--- src/rtl/ltst_32_pkg.sv ---
// ltst_32 shared types and constants.
// Build option: LTST_32_UNSIGNED_EN adds the is_unsigned operand qualifier.
package ltst_32_pkg;

  localparam int WIDTH = 32;

  localparam logic [31:0] SLT_TRUE  = 32'd1;
  localparam logic [31:0] SLT_FALSE = 32'd0;

  typedef struct packed {
    logic [WIDTH-1:0] a;
    logic [WIDTH-1:0] b;
    logic             uns;
  } ltst_op_t;

  function automatic logic [31:0] slt_word(input logic lt);
    return lt ? SLT_TRUE : SLT_FALSE;
  endfunction

endpackage

--- src/rtl/ltst_32_cmp.sv ---
// ltst_32 combinational less-than.
// Build option: LTST_32_UNSIGNED_EN (uns is tied low when absent).
module ltst_32_cmp
  import ltst_32_pkg::*;
#(
  parameter int W = WIDTH
) (
  input  logic [W-1:0] a,
  input  logic [W-1:0] b,
  input  logic         uns,
  output logic         lt
);

  logic         a_ext;
  logic         b_ext;
  logic [W:0]   diff;

  // Extend by one bit (sign or zero) so the borrow is the answer.
  always_comb begin
    a_ext = uns ? 1'b0 : a[W-1];
    b_ext = uns ? 1'b0 : b[W-1];
    diff  = {a_ext, a} - {b_ext, b};
    lt    = diff[W];
  end

endmodule

--- src/rtl/ltst_32.sv ---
// ltst_32 registered set-less-than, one cycle latency.
// Build option: LTST_32_UNSIGNED_EN adds is_unsigned (unsigned compare).
module ltst_32
  import ltst_32_pkg::*;
#(
  parameter int WIDTH = ltst_32_pkg::WIDTH
) (
  input  logic             clk,
  input  logic             rst_n,
  input  logic [WIDTH-1:0] A,
  input  logic [WIDTH-1:0] B,
  input  logic             in_valid,
`ifdef LTST_32_UNSIGNED_EN
  input  logic             is_unsigned,
`endif
  output logic [WIDTH-1:0] C,
  output logic             out_valid
);

  ltst_op_t op;
  logic     lt;
  logic     c_q;
  logic     v_q;

  // Bundle the operands presented this cycle.
  always_comb begin
    op.a   = A;
    op.b   = B;
`ifdef LTST_32_UNSIGNED_EN
    op.uns = is_unsigned;
`else
    op.uns = 1'b0;
`endif
  end

  ltst_32_cmp #(
    .W (WIDTH)
  ) u_cmp (
    .a   (op.a),
    .b   (op.b),
    .uns (op.uns),
    .lt  (lt)
  );

  // Capture on valid, hold otherwise; reset wins over valid.
  always_ff @(posedge clk) begin
    if (!rst_n) begin
      c_q <= 1'b0;
      v_q <= 1'b0;
    end else begin
      v_q <= in_valid;
      if (in_valid) begin
        c_q <= lt;
      end
    end
  end

  assign C         = slt_word(c_q);
  assign out_valid = v_q;

endmodule

--- config.mk ---
export PLATFORM = sky130hd
export DESIGN_NAME = ltst_32
export DESIGN_NICKNAME = d
export VERILOG_FILES = /design/src/rtl/ltst_32_pkg.sv /design/src/rtl/ltst_32_cmp.sv /design/src/rtl/ltst_32.sv
export SDC_FILE = /design/constraint.sdc
export NUM_CORES = 1
export LEC_CHECK = 0
export CORE_ASPECT_RATIO = 0.75
export CORE_UTILIZATION = 25
export CTS_CLUSTER_SIZE = 16
export DETAILED_ROUTE_END_ITERATION = 16
export GPL_TIMING_DRIVEN = 0
export PLACE_DENSITY = 0.7
export SYNTH_ARGS = -nofsm -noshare
export SYNTH_HDL_FRONTEND = slang
export SYNTH_SLANG_ARGS = --single-unit
--- constraint.sdc ---
create_clock -name clk -period 2.35 [get_ports clk]
set_input_delay 0.705 -clock clk [delete_from_list [all_inputs] [get_ports clk]]
set_output_delay 0.705 -clock clk [all_outputs]
set_load 0.005 [all_outputs]
==> out/qor.csv, run 1 <==
stage,metric,value,unit
clocking,clock buffer count from CTS,3,
global_routing,GR Overflow Total,0,
pwr,Static Leak,1.14,nW
yosys,sequential fraction of the synthesis area,3.62,%
min_path,Min-Delay Startpoint,c_q,
routing,wire per inst,9.22,um
clocking,CTS root buf,clkbuf_8,
floorplanning,Placeable Area,4150,um^2
sta,Worst Skew,0,ns
global_routing,global-route wire length before repair,4.55,mm
yosys,"Distinct cells, synth",27,
sta,fmax,435,MHz
floorplanning,# IOs,100,
clocking,TritonCTS clock tree,yes,
setup_path,Critical Path End,c_q,
setup_path,reg2reg start,c_q,
sta,Final min period,2.30,ns
clocking,H-Tree Depth,1,
place,instance area at placement,2010,um^2
routing,final WL,2.91,mm
setup_path,crit path from,B[14],
clocking,CTS Hold Bufs,0,
setup_path,cells on worst reg2reg path,2,
sta,period utilisation layout,97.9,%
setup_path,crit-path max FO,2,
layout,area grow syn2layout,106,%
floorplanning,Die Y,59.6,um
clocking,clock slew at the register clock pins of the worst setup and hold paths,0.03,ns
setup_path,startpoint types,input port,
outcome,status,finished clean,
floorplanning,row count,20,
yosys,"EDFF count, synth",0,
yosys,Post-Syn Instances,152,
routing,routed vias,1223,
sta,RSZ-0062 raised after global routing,yes,
setup_path,crit end category,flip-flop,
yosys,yosys warns,0,
place,post-detail-place hpwl,2.36,mm
place,RD Place Congestion,0.638,
place,port bufs,68,
routing,post-route ant nets,0,
setup_path,CP Data Arrival Time,2.38,ns
layout,antenna cell count,0,
layout,final instance area,2280,um^2
routing,DR DRC count,0,
yosys,Synth Area per Inst,7.28,um^2
yosys,top_reg_cell synth,dfxtp_1,
sta,setup violators final,0,
setup_path,critical path type,input port to flip-flop,
layout,Fillers,414,
routing,Detailed Route Iter0 Violations,21,
layout,"Core Util, Final",54.9,%
floorplanning,Die ar.,4700,um^2
clocking,Sink Count,2,
global_routing,vias in the first global route,1095,
clocking,worst-skew pair later-pin latency,0.22,ns
yosys,asr flop ratio synth,0,%
global_routing,initial antenna violation count,0,
setup_path,worst endpoint required time,2.43,ns
layout,number of nets in the layout,361,
floorplanning,Initial Utilization,26.7,%
routing,DRT Pass-1 Iters,4,
yosys,mapped cell area,1110,um^2
floorplanning,die width,78.9,um
global_routing,GRT Overall Usage,12.4,%
min_path,HP Class,flip-flop to flip-flop,
pwr,Max rail drop VDD,0.000108,V
yosys,#FFs+latches synth,2,
routing,DR vias/cell,3.87,
layout,share of layout cells above drive strength 1,44.4,%
job,max_cap viols,0,
sta,final hold vios,0,
min_path,Worst Hold Depth,2,
global_routing,largest net degree at the start of global routing,5,
pwr,PD cells,229,nW/um^2
setup_path,crit-path cells,clkdlybuf4s50_1 > inv_1 > ha_1 > nand4_1 > or4_4 > o22ai_2 > o211ai_1,
setup_path,slowest cell delay on critical path,0.55,ns
setup_path,FF-to-FF setup slack,1.75,ns
sta,final slew viol count,0,
setup_path,slowest CP cell,or4_4,
clocking,CTS Buffer Depth,2,
setup_path,Worst R2R End,c_q,
==> cells in the final DEF, fill, tap and decap left out, drive strengths merged, types with 2 or more instances in the layout <==
master / instances
conb: 31
dfxtp: 2
nand2b: 2
o21ai: 5
buf: 70
or4: 2
nor2: 2
o21a: 2
clkbuf: 5
inv: 32
ha: 31
nand3: 2
nand4: 5
clkdlybuf4s50: 36
nand2: 8
a21oi: 14
==> cell usage after synthesis, types with 2 or more instances <==
| library cell | instances | area (um^2) |
|---|---|---|
| a21oi_1 | 14 | 70.1 |
| buf_4 | 32 | 240 |
| dfxtp_1 | 2 | 40.0 |
| ha_1 | 31 | 388 |
| inv_1 | 32 | 120 |
| nand2_1 | 8 | 30.0 |
| nand2b_1 | 2 | 12.5 |
| nand3_1 | 2 | 10.0 |
| nand4_1 | 4 | 25.0 |
| nor2_1 | 2 | 7.51 |
| o21a_1 | 2 | 15.0 |
| o21ai_0 | 5 | 25.0 |
| or4_1 | 2 | 15.0 |
==> sequential cells by signal, indices dropped and copies added (netlist names) <==
| register | cells |
|---|---|
| c_q | 1 |
| out_valid | 1 |
==> power by group <==
group | leakage [nW] | internal [W] | total [W] | switching, W
clock network | 0.0216 | 0.000109 | 0.000138 | 0.0000296
registers | 0.0166 | 0.0000371 | 0.0000382 | 0.00000112
logic | 1.10 | 0.000219 | 0.000346 | 0.000128
==> area by class of cell <==
cell class,instances,area [um^2],area share [%]
Timing Repair Buffer,76,693,30.4
Multi-Input combinational cell,116,1070,47.1
Clock buffer,3,41.3,1.81
Tap cell,55,68.8,3.02
Inverter,32,123,5.38
Buffer,32,240,10.5
Sequential cell,2,40.0,1.76
==> per-stage QoR <==
step                setup WS, ns  hold slack, ns  setup TNS (ns)  cells  power [W]
CTS                      -0.0285           0.530         -0.0285    314   0.000506
finish                    0.0491           0.531               0    316   0.000523
global route             -0.0117           0.578         -0.0117    316   0.000574
floorplan                -0.0144           0.477         -0.0144    182   0.000193
global placement          -0.641           0.513          -0.641    305   0.000332
detailed placement        -0.659           0.517          -0.659    305   0.000335
==> what timing repair did <==
action | in CTS | in global routing
resized for setup | 137 | 28
setup buffers | 6 | 2
endpoints found under the setup margin | 1 | 1
pin swaps | 21 | 15
==> worst max-delay path, delay by kind of cell <==
kind            cells  cell delay (ns)
compound gates      2             0.22
fa+ha+maj           1             0.28
buf+inv             2             0.49
simple gates        2             0.68
==> how the worst min path moves through the flow <==
stage	endpoint	slack, ns
6_report	c_q	0.53
4_1_cts	c_q	0.53
3_5_place_dp	c_q	0.52
5_1_grt	c_q	0.58
3_3_place_gp	c_q	0.51
2_1_floorplan	c_q	0.48
==> per-layer routing <==
layer,vias to the layer above,GRT usage (%),wire [um]
met3,0,3.85,266
met4,0,3.12,0
li1,670,-,-
met1,507,14.8,1200
met2,46,21.9,1450
met5,-,0,0
==> cell families (layout without fill, tap and decap cells) <==
group,count (synthesis),in the layout,synth area share [%]
flops,2,2,3.62
compound gates,29,29,16.0
buf+inv,64,143,32.5
simple gates,25,25,12.4
other cells,1,31,0.339
fa+ha+maj,31,31,35.0
Note: power is estimated with default switching activity, not from simulation.
==> run 2: changes to the inputs <==
--- a/config.mk
+++ b/config.mk
@@ -6,10 +6,12 @@
 export NUM_CORES = 1
 export LEC_CHECK = 0
 export CORE_ASPECT_RATIO = 0.75
+export CORE_MARGIN = 3
 export CORE_UTILIZATION = 25
 export CTS_CLUSTER_SIZE = 16
 export DETAILED_ROUTE_END_ITERATION = 16
 export GPL_TIMING_DRIVEN = 0
+export HOLD_SLACK_MARGIN = 0.1
 export PLACE_DENSITY = 0.7
 export SYNTH_ARGS = -nofsm -noshare
 export SYNTH_HDL_FRONTEND = slang
==> out/qor.csv, run 2 (synthesis results as in run 1) <==
stage,metric,value,unit
floorplanning,Initial Utilization,26.7,%
setup_path,CP Data Arrival Time,2.37,ns
floorplanning,Die Y,63.6,um
global_routing,busiest grt layer,met2,
pwr,Psw,0.000161,W
sta,period utilisation layout,97.5,%
global_routing,met2 usage,20.5,%
place,post-detail-place hpwl,2.66,mm
sta,fmax,436,MHz
pwr,Logic pwr share,65.3,%
pwr,Final Total Pwr,0.000512,W
global_routing,GRT Overall Usage,11.9,%
layout,"Core Util, Final",52.6,%
global_routing,largest net degree at the start of global routing,5,
pwr,Max rail drop VDD,0.000111,V
global_routing,met3 Use GR,4.31,%
layout,area grow syn2layout,97.3,%
setup_path,worst endpoint required time,2.43,ns
routing,routed vias,1244,
layout,number of nets in the layout,361,
setup_path,startpoint types,input port,
layout,antenna cell count,0,
job,max_cap viols,0,
setup_path,slowest CP cell,or4_4,
routing,Detailed Route Iter0 Violations,26,
clocking,H-Tree Depth,1,
clocking,TritonCTS clock tree,yes,
outcome,status,finished clean,
setup_path,crit-path max FO,3,
pwr,Switching Fraction,31.5,%
routing,post-route ant nets,0,
floorplanning,Placeable Area,4150,um^2
layout,"commonest non-fill, non-tap cell in the layout",buf_4,
global_routing,GR Overflow Total,0,
clocking,CTS Hold Bufs,0,
sta,Worst Skew,0,ns
floorplanning,# IOs,100,
layout,most frequent cells in the layout,"buf_4, clkdlybuf4s50_1, conb_1",
floorplanning,Die ar.,5270,um^2
routing,DRT Pass-1 Iters,4,
min_path,HP Class,flip-flop to flip-flop,
sta,final slew viol count,0,
pwr,Clk network pwr share,27.3,%
clocking,CTS root buf,clkbuf_8,
setup_path,critical path type,input port to flip-flop,
sta,setup violators final,0,
routing,wire per inst,9.97,um
routing,final WL,3.15,mm
routing,DR vias/cell,3.94,
floorplanning,row count,20,
global_routing,vias in the first global route,1222,
pwr,Static Leak,1.13,nW
pwr,Reg power frac,7.5,%
place,port bufs,68,
setup_path,Worst path most repeated cell,or4_4,
place,RD Place Congestion,0.745,
floorplanning,die width,82.9,um
clocking,worst-skew pair later-pin latency,0.21,ns
sta,final hold vios,0,
pwr,Int Power,0.000351,W
clocking,clock slew at the register clock pins of the worst setup and hold paths,0.03,ns
setup_path,crit end category,flip-flop,
global_routing,initial antenna violation count,0,
sta,Final min period,2.29,ns
setup_path,crit-path cells,buf_6 > inv_4 > ha_4 > nand4_4 > or4_4 > or4_4 > o22ai_2 > o211ai_1,
routing,DR DRC count,0,
clocking,clock buffer count from CTS,3,
clocking,Sink Count,2,
layout,share of layout cells above drive strength 1,44.1,%
place,instance area at placement,2010,um^2
clocking,CTS Buffer Depth,2,
global_routing,M1 GR Usage,14.0,%
global_routing,global-route wire length before repair,5.14,mm
layout,final instance area,2180,um^2
setup_path,slowest cell delay on critical path,0.55,ns
pwr,PD cells,234,nW/um^2
## run 2: final cells by class
class | instances | area [um^2]
tap | 55 | 68.8
buffer | 32 | 240
inverter | 32 | 123
clock buffer | 3 | 41.3
fill | 404 | 1970
timing repair buffer | 76 | 611
multi-input combinational | 116 | 1060
sequential | 2 | 40.0
## run 2: metrics by stage
stage / setup TNS (ns) / setup WS [ns] / hold WS (ns) / cells
after floorplan: -0.0144 / -0.0144 / 0.477 / 182
after global placement: -0.643 / -0.643 / 0.518 / 305
final: 0 / 0.0584 / 0.510 / 316
after global routing: -0.00301 / -0.00301 / 0.540 / 316
after CTS: -0.0466 / -0.0466 / 0.523 / 315
after detailed placement: -0.648 / -0.648 / 0.510 / 305
## run 2: routing by layer
| layer | up-vias | wire length (um) | share of wire [%] |
|---|---|---|---|
| met2 | 44 | 1620 | 51 |
| li1 | 668 | - | - |
| met1 | 528 | 1300 | 41 |
| met4 | 0 | 27 | 0.86 |
| met5 | - | 0 | 0 |
| met3 | 4 | 207 | 6.6 |
## run 2: critical path, delay by kind of cell
kind	cells	cell delay, ns
buffers and inverters	2	0.11
AND/OR/NAND/NOR	3	1.08
adder cells (fa/ha/maj)	1	0.27
AO/OA/AOI/OAI	2	0.21
## run 2: power groups by stage
stage,Sequential [W],Combinational (W),Clock [W]
floorplan,0.0000385,0.000155,0
global placement,0.0000386,0.000293,0
detailed placement,0.0000385,0.000299,0
CTS,0.0000382,0.000325,0.000143
global route,0.0000386,0.000377,0.000147
finish,0.0000382,0.000334,0.000140
## run 2: repair_timing
action	CTS	global route
endpoints found under the setup margin	1	1
pin swaps	21	8
cloned	0	0
buffers inserted	7	1
resized for setup	134	20
hold endpoints to repair	0	0
## run 2: final timing paths
kind                            cells past startpoint   from  slack, ns   to
worst min register to register                      2    c_q       0.51  c_q
worst min-delay path                                2    c_q       0.51  c_q
worst max register to register                      2    c_q       1.77  c_q
worst max-delay path                                8  B[30]       0.06  c_q
==> run 3: changes to the inputs <==
--- a/config.mk
+++ b/config.mk
@@ -5,6 +5,7 @@
 export SDC_FILE = /design/constraint.sdc
 export NUM_CORES = 1
 export LEC_CHECK = 0
+export CAP_MARGIN = 20
 export CORE_ASPECT_RATIO = 0.75
 export CORE_MARGIN = 3
 export CORE_UTILIZATION = 25
@@ -13,6 +14,8 @@
 export GPL_TIMING_DRIVEN = 0
 export HOLD_SLACK_MARGIN = 0.1
 export PLACE_DENSITY = 0.7
+export SETUP_SLACK_MARGIN = 0.05
+export SKIP_LAST_GASP = 1
 export SYNTH_ARGS = -nofsm -noshare
 export SYNTH_HDL_FRONTEND = slang
 export SYNTH_SLANG_ARGS = --single-unit
==> out/qor.csv, run 3 (synthesis results as in run 1) <==
stage,metric,value,unit
clocking,CTS root buf,clkbuf_8,
routing,final WL,3.19,mm
pwr,Static Leak,1.15,nW
clocking,worst-skew pair later-pin latency,0.21,ns
sta,Final min period,2.29,ns
place,post-placement setup slack,-0.648,ns
setup_path,cells on worst reg2reg path,2,
min_path,Worst Hold Depth,2,
min_path,Min-Delay Startpoint,c_q,
global_routing,largest net degree at the start of global routing,5,
clocking,Sink Count,2,
floorplanning,Initial Utilization,26.7,%
layout,share of layout cells above drive strength 1,44.8,%
layout,"commonest non-fill, non-tap cell in the layout",buf_4,
clocking,clock buffer count from CTS,3,
sta,final hold vios,0,
pwr,Max rail drop VDD,0.000111,V
place,post-detail-place hpwl,2.66,mm
place,RD Place Congestion,0.745,
global_routing,vias in the first global route,1222,
setup_path,Worst R2R End,c_q,
clocking,CTS Hold Bufs,0,
setup_path,startpoint types,input port,
pwr,Final Total Pwr,0.000517,W
routing,wire per inst,10.1,um
layout,area grow syn2layout,101,%
floorplanning,row count,20,
floorplanning,# IOs,100,
global_routing,GR Overflow Total,0,
clocking,CTS Buffer Depth,2,
job,max_cap viols,0,
min_path,Worst Hold Path EP,c_q,
layout,antenna cell count,0,
floorplanning,die width,82.9,um
sta,period utilisation layout,97.4,%
routing,DR vias/cell,3.93,
setup_path,critical path type,input port to flip-flop,
global_routing,GRT Overall Usage,11.9,%
routing,DRT Pass-1 Iters,4,
floorplanning,Placeable Area,4150,um^2
routing,Detailed Route Iter0 Violations,22,
sta,Worst Skew,0,ns
floorplanning,Die Y,63.6,um
sta,fmax,437,MHz
min_path,HP Class,flip-flop to flip-flop,
sta,setup violators final,0,
sta,RSZ-0062 raised after global routing,yes,
setup_path,worst endpoint required time,2.43,ns
setup_path,CP Data Arrival Time,2.37,ns
layout,most frequent cells in the layout,"buf_4, clkdlybuf4s50_1, conb_1",
pwr,PD cells,233,nW/um^2
layout,number of nets in the layout,361,
routing,routed vias,1241,
layout,Fillers,399,
setup_path,crit-path max FO,3,
clocking,clock slew at the register clock pins of the worst setup and hold paths,0.03,ns
setup_path,crit end category,flip-flop,
place,instance area at placement,2010,um^2
setup_path,FF-to-FF setup slack,1.77,ns
sta,setup ws final,0.0607,ns
floorplanning,Die ar.,5270,um^2
sta,final slew viol count,0,
clocking,H-Tree Depth,1,
global_routing,initial antenna violation count,0,
layout,final instance area,2220,um^2
layout,"Core Util, Final",53.5,%
global_routing,global-route wire length before repair,5.14,mm
clocking,TritonCTS clock tree,yes,
place,port bufs,68,
outcome,status,finished clean,
routing,DR DRC count,0,
routing,post-route ant nets,0,
setup_path,reg2reg start,c_q,
run 3: final cells by class:
class / instances / area [um^2] / share of cell area, %
Timing Repair Buffer: 76 / 636 / 28.6
Multi-Input combinational cell: 116 / 1070 / 48.3
Clock buffer: 3 / 41.3 / 1.86
Tap cell: 55 / 68.8 / 3.10
Sequential cell: 2 / 40.0 / 1.80
Inverter: 32 / 123 / 5.52
Buffer: 32 / 240 / 10.8
run 3: layer usage:
layer	up-vias	global-route usage [%]	routed length [um]
met1	524	14.0	1300
met4	0	3.06	28
met3	4	4.31	209
met2	44	20.5	1650
met5	-	0	0
li1	669	-	-
run 3: where the power goes:
| part | leakage (nW) | switching [W] | internal, W |
|---|---|---|---|
| clock network | 0.0216 | 0.0000310 | 0.000109 |
| registers | 0.0166 | 0.00000111 | 0.0000371 |
| logic | 1.11 | 0.000130 | 0.000209 |
run 3: timing repair:
| item | CTS | global route |
|---|---|---|
| setup endpoints to repair | 1 | 1 |
| resized for setup | 134 | 28 |
| buffers inserted | 7 | 1 |
| pin swaps | 21 | 14 |
run 3: worst max-delay path, stage by stage:
cell and delay [ns]:
buf_8 0.07, inv_4 0.03, ha_4 0.27, nand4_4 0.10, or4_4 0.55, or4_4 0.43
o22ai_2 0.10, o211ai_1 0.11
run 3: worst max-delay path by stage:
stage / from / end / slack (ns) / cells past startpoint
6_report: B[30] / c_q / 0.06 / 8
5_1_grt: B[30] / c_q / 0.01 / 8
4_1_cts: B[30] / c_q / -0.05 / 8
3_5_place_dp: B[23] / c_q / -0.65 / 8
3_3_place_gp: B[25] / c_q / -0.64 / 8
2_1_floorplan: B[26] / c_q / -0.01 / 7
run 3: stage by stage:
stage | cells | hold slack, ns | TNS, ns
floorplan | 182 | 0.477 | -0.0144
global placement | 305 | 0.518 | -0.643
detailed placement | 305 | 0.510 | -0.648
CTS | 315 | 0.523 | -0.0466
global route | 316 | 0.540 | 0
finish | 316 | 0.508 | 0
==> variant (settings of run 2) <==
Make the reset (`rst_n`) asynchronous in one clocked block.
--- a/src/rtl/ltst_32.sv
+++ b/src/rtl/ltst_32.sv
@@ -44,5 +44,5 @@
 
   // Capture on valid, hold otherwise; reset wins over valid.
-  always_ff @(posedge clk) begin
+  always_ff @(posedge clk or negedge rst_n) begin
     if (!rst_n) begin
       c_q <= 1'b0;
Behaviour: differs if rst_n is asserted again (counterexample within 4 cycles, from zero or initial values and one cycle with rst_n low); with rst_n held inactive, the same outputs for 10 cycles.
==> variant against run 2 <==
Power decreased by 0.15%. Cell area is 1.6% higher. Area after synthesis fell by 1.4%. Sequential cell count is the same. Setup slack got worse by 19 ps. Core utilization is 1.2 points higher. Fmax fell by 0.82%. Global-route usage rose by 0.52 points. Routed wire length grew 9.3%. Sequential power grew 5.5%. Largest cell class unchanged. Largest power group unchanged.
==> variant: results <==
# TYPE chip_impl_metric gauge
chip_impl_metric{name="internal_power",unit="mW"} 0.356
chip_impl_metric{name="gate_count_after_technology_mapping",unit=""} 145
chip_impl_metric{name="synth-seq-area-share",unit="%"} 4.58
chip_impl_info{name="synth_top_flop_cell",value="sky130_fd_sc_hd__dfrtp_1"} 1
chip_impl_metric{name="power.ir.vdd_worst",unit="V"} 0.000223
chip_impl_metric{name="routed-via-count",unit=""} 1181
chip_impl_metric{name="leakage",unit="nW"} 1.22
chip_impl_info{name="crit_slowest_cell",value="sky130_fd_sc_hd__clkdlybuf4s50_1"} 1
chip_impl_metric{name="global_router_s_overall_resource_usage",unit="%"} 12.4
chip_impl_metric{name="post_synth_num_cell_types",unit=""} 26
chip_impl_metric{name="final_net_count",unit=""} 347
chip_impl_metric{name="critical-path-max-stage-delay",unit="ps"} 450
chip_impl_metric{name="dpl.hpwl",unit="mm"} 2.76
chip_impl_metric{name="grt_pass1_wl",unit="mm"} 5.15
chip_impl_metric{name="async_flop_share",unit="%"} 100
chip_impl_info{name="clockRootBuffer",value="sky130_fd_sc_hd__clkbuf_8"} 1
chip_impl_metric{name="layout.core_utilization",unit="%"} 53.8
chip_impl_info{name="synth.top_cells.by_area",value="sky130_fd_sc_hd__ha_1 36%, sky130_fd_sc_hd__buf_4 22%, sky130_fd_sc_hd__inv_1 11%, sky130_fd_sc_hd__a21oi_1 5.0%, sky130_fd_sc_hd__dfrtp_1 4.6%"} 1
chip_impl_info{name="cp_top_family",value="compound AO/OA/AOI/OAI gates"} 1
chip_impl_metric{name="post_route_cells_drive_above_1_share",unit="%"} 32.0
chip_impl_metric{name="finalWirelength",unit="mm"} 3.44
chip_impl_metric{name="cts_setup_buffers",unit=""} 1
chip_impl_metric{name="filler_cell_count",unit=""} 395
chip_impl_metric{name="globalplace.congestion",unit=""} 0.728
chip_impl_metric{name="cts.repair.resized",unit=""} 51
chip_impl_metric{name="dpl_worst_slack",unit="ps"} -543
chip_impl_metric{name="postPlaceCellArea",unit="um^2"} 1950
chip_impl_info{name="hold_class",value="reg2reg"} 1
chip_impl_metric{name="layoutNonFillerInstCount",unit=""} 302
chip_impl_info{name="status",value="finished, final reports clean"} 1
chip_impl_metric{name="first_global_vias",unit=""} 1143
variant: cells by family after synthesis:
| group | count (synthesis) | share of synthesized area, % |
|---|---|---|
| buf+inv | 64 | 33.0 |
| other cells | 1 | 0.343 |
| flops | 2 | 4.58 |
| fa+ha+maj | 31 | 35.5 |
| simple gates | 22 | 11.9 |
| compound gates | 25 | 14.7 |
variant: layout make-up:
class,instances,share of cell area (%)
Timing Repair Buffer,69,30.0
Multi-Input combinational cell,109,46.5
Sequential cell,2,2.25
Clock buffer,3,1.86
Buffer,32,10.8
Inverter,32,5.41
Tap cell,55,3.10
variant: power groups by stage:
stage	combinational, mW	clock [mW]	sequential [mW]
finish	0.338	0.133	0.0403
global route	0.379	0.145	0.0409
detailed placement	0.290	0	0.0409
CTS	0.309	0.138	0.0405
global placement	0.285	0	0.0408
floorplan	0.148	0	0.0404
variant: final timing paths:
kind	start	end	slack, ps	depth (start not counted)
max reg2reg	c_q$_DFFE_PN0P_	c_q$_DFFE_PN0P_	1700	2
max in group asynchronous	rst_n	c_q$_DFFE_PN0P_	1570	1
max	B[5]	c_q$_DFFE_PN0P_	40	9
min reg2reg	c_q$_DFFE_PN0P_	c_q$_DFFE_PN0P_	510	2
min	c_q$_DFFE_PN0P_	c_q$_DFFE_PN0P_	510	2
min in group asynchronous	rst_n	out_valid$_DFF_PN0_	660	1
variant: worst register-to-register path: cells and delay by family, from the launching register on:
kind / cells / cell delay (ps)
AND/OR/NAND/NOR: 1 / 60
AO/OA/AOI/OAI: 1 / 90
flip-flops: 1 / 370
variant: per-layer routing:
layer / vias up / GRT usage, % / share of wire, %
met5: - / 0 / 0
met4: 0 / 1.87 / 0
met3: 0 / 1.57 / 4.2
met2: 27 / 23.3 / 58
met1: 523 / 14.9 / 38
li1: 631 / - / -
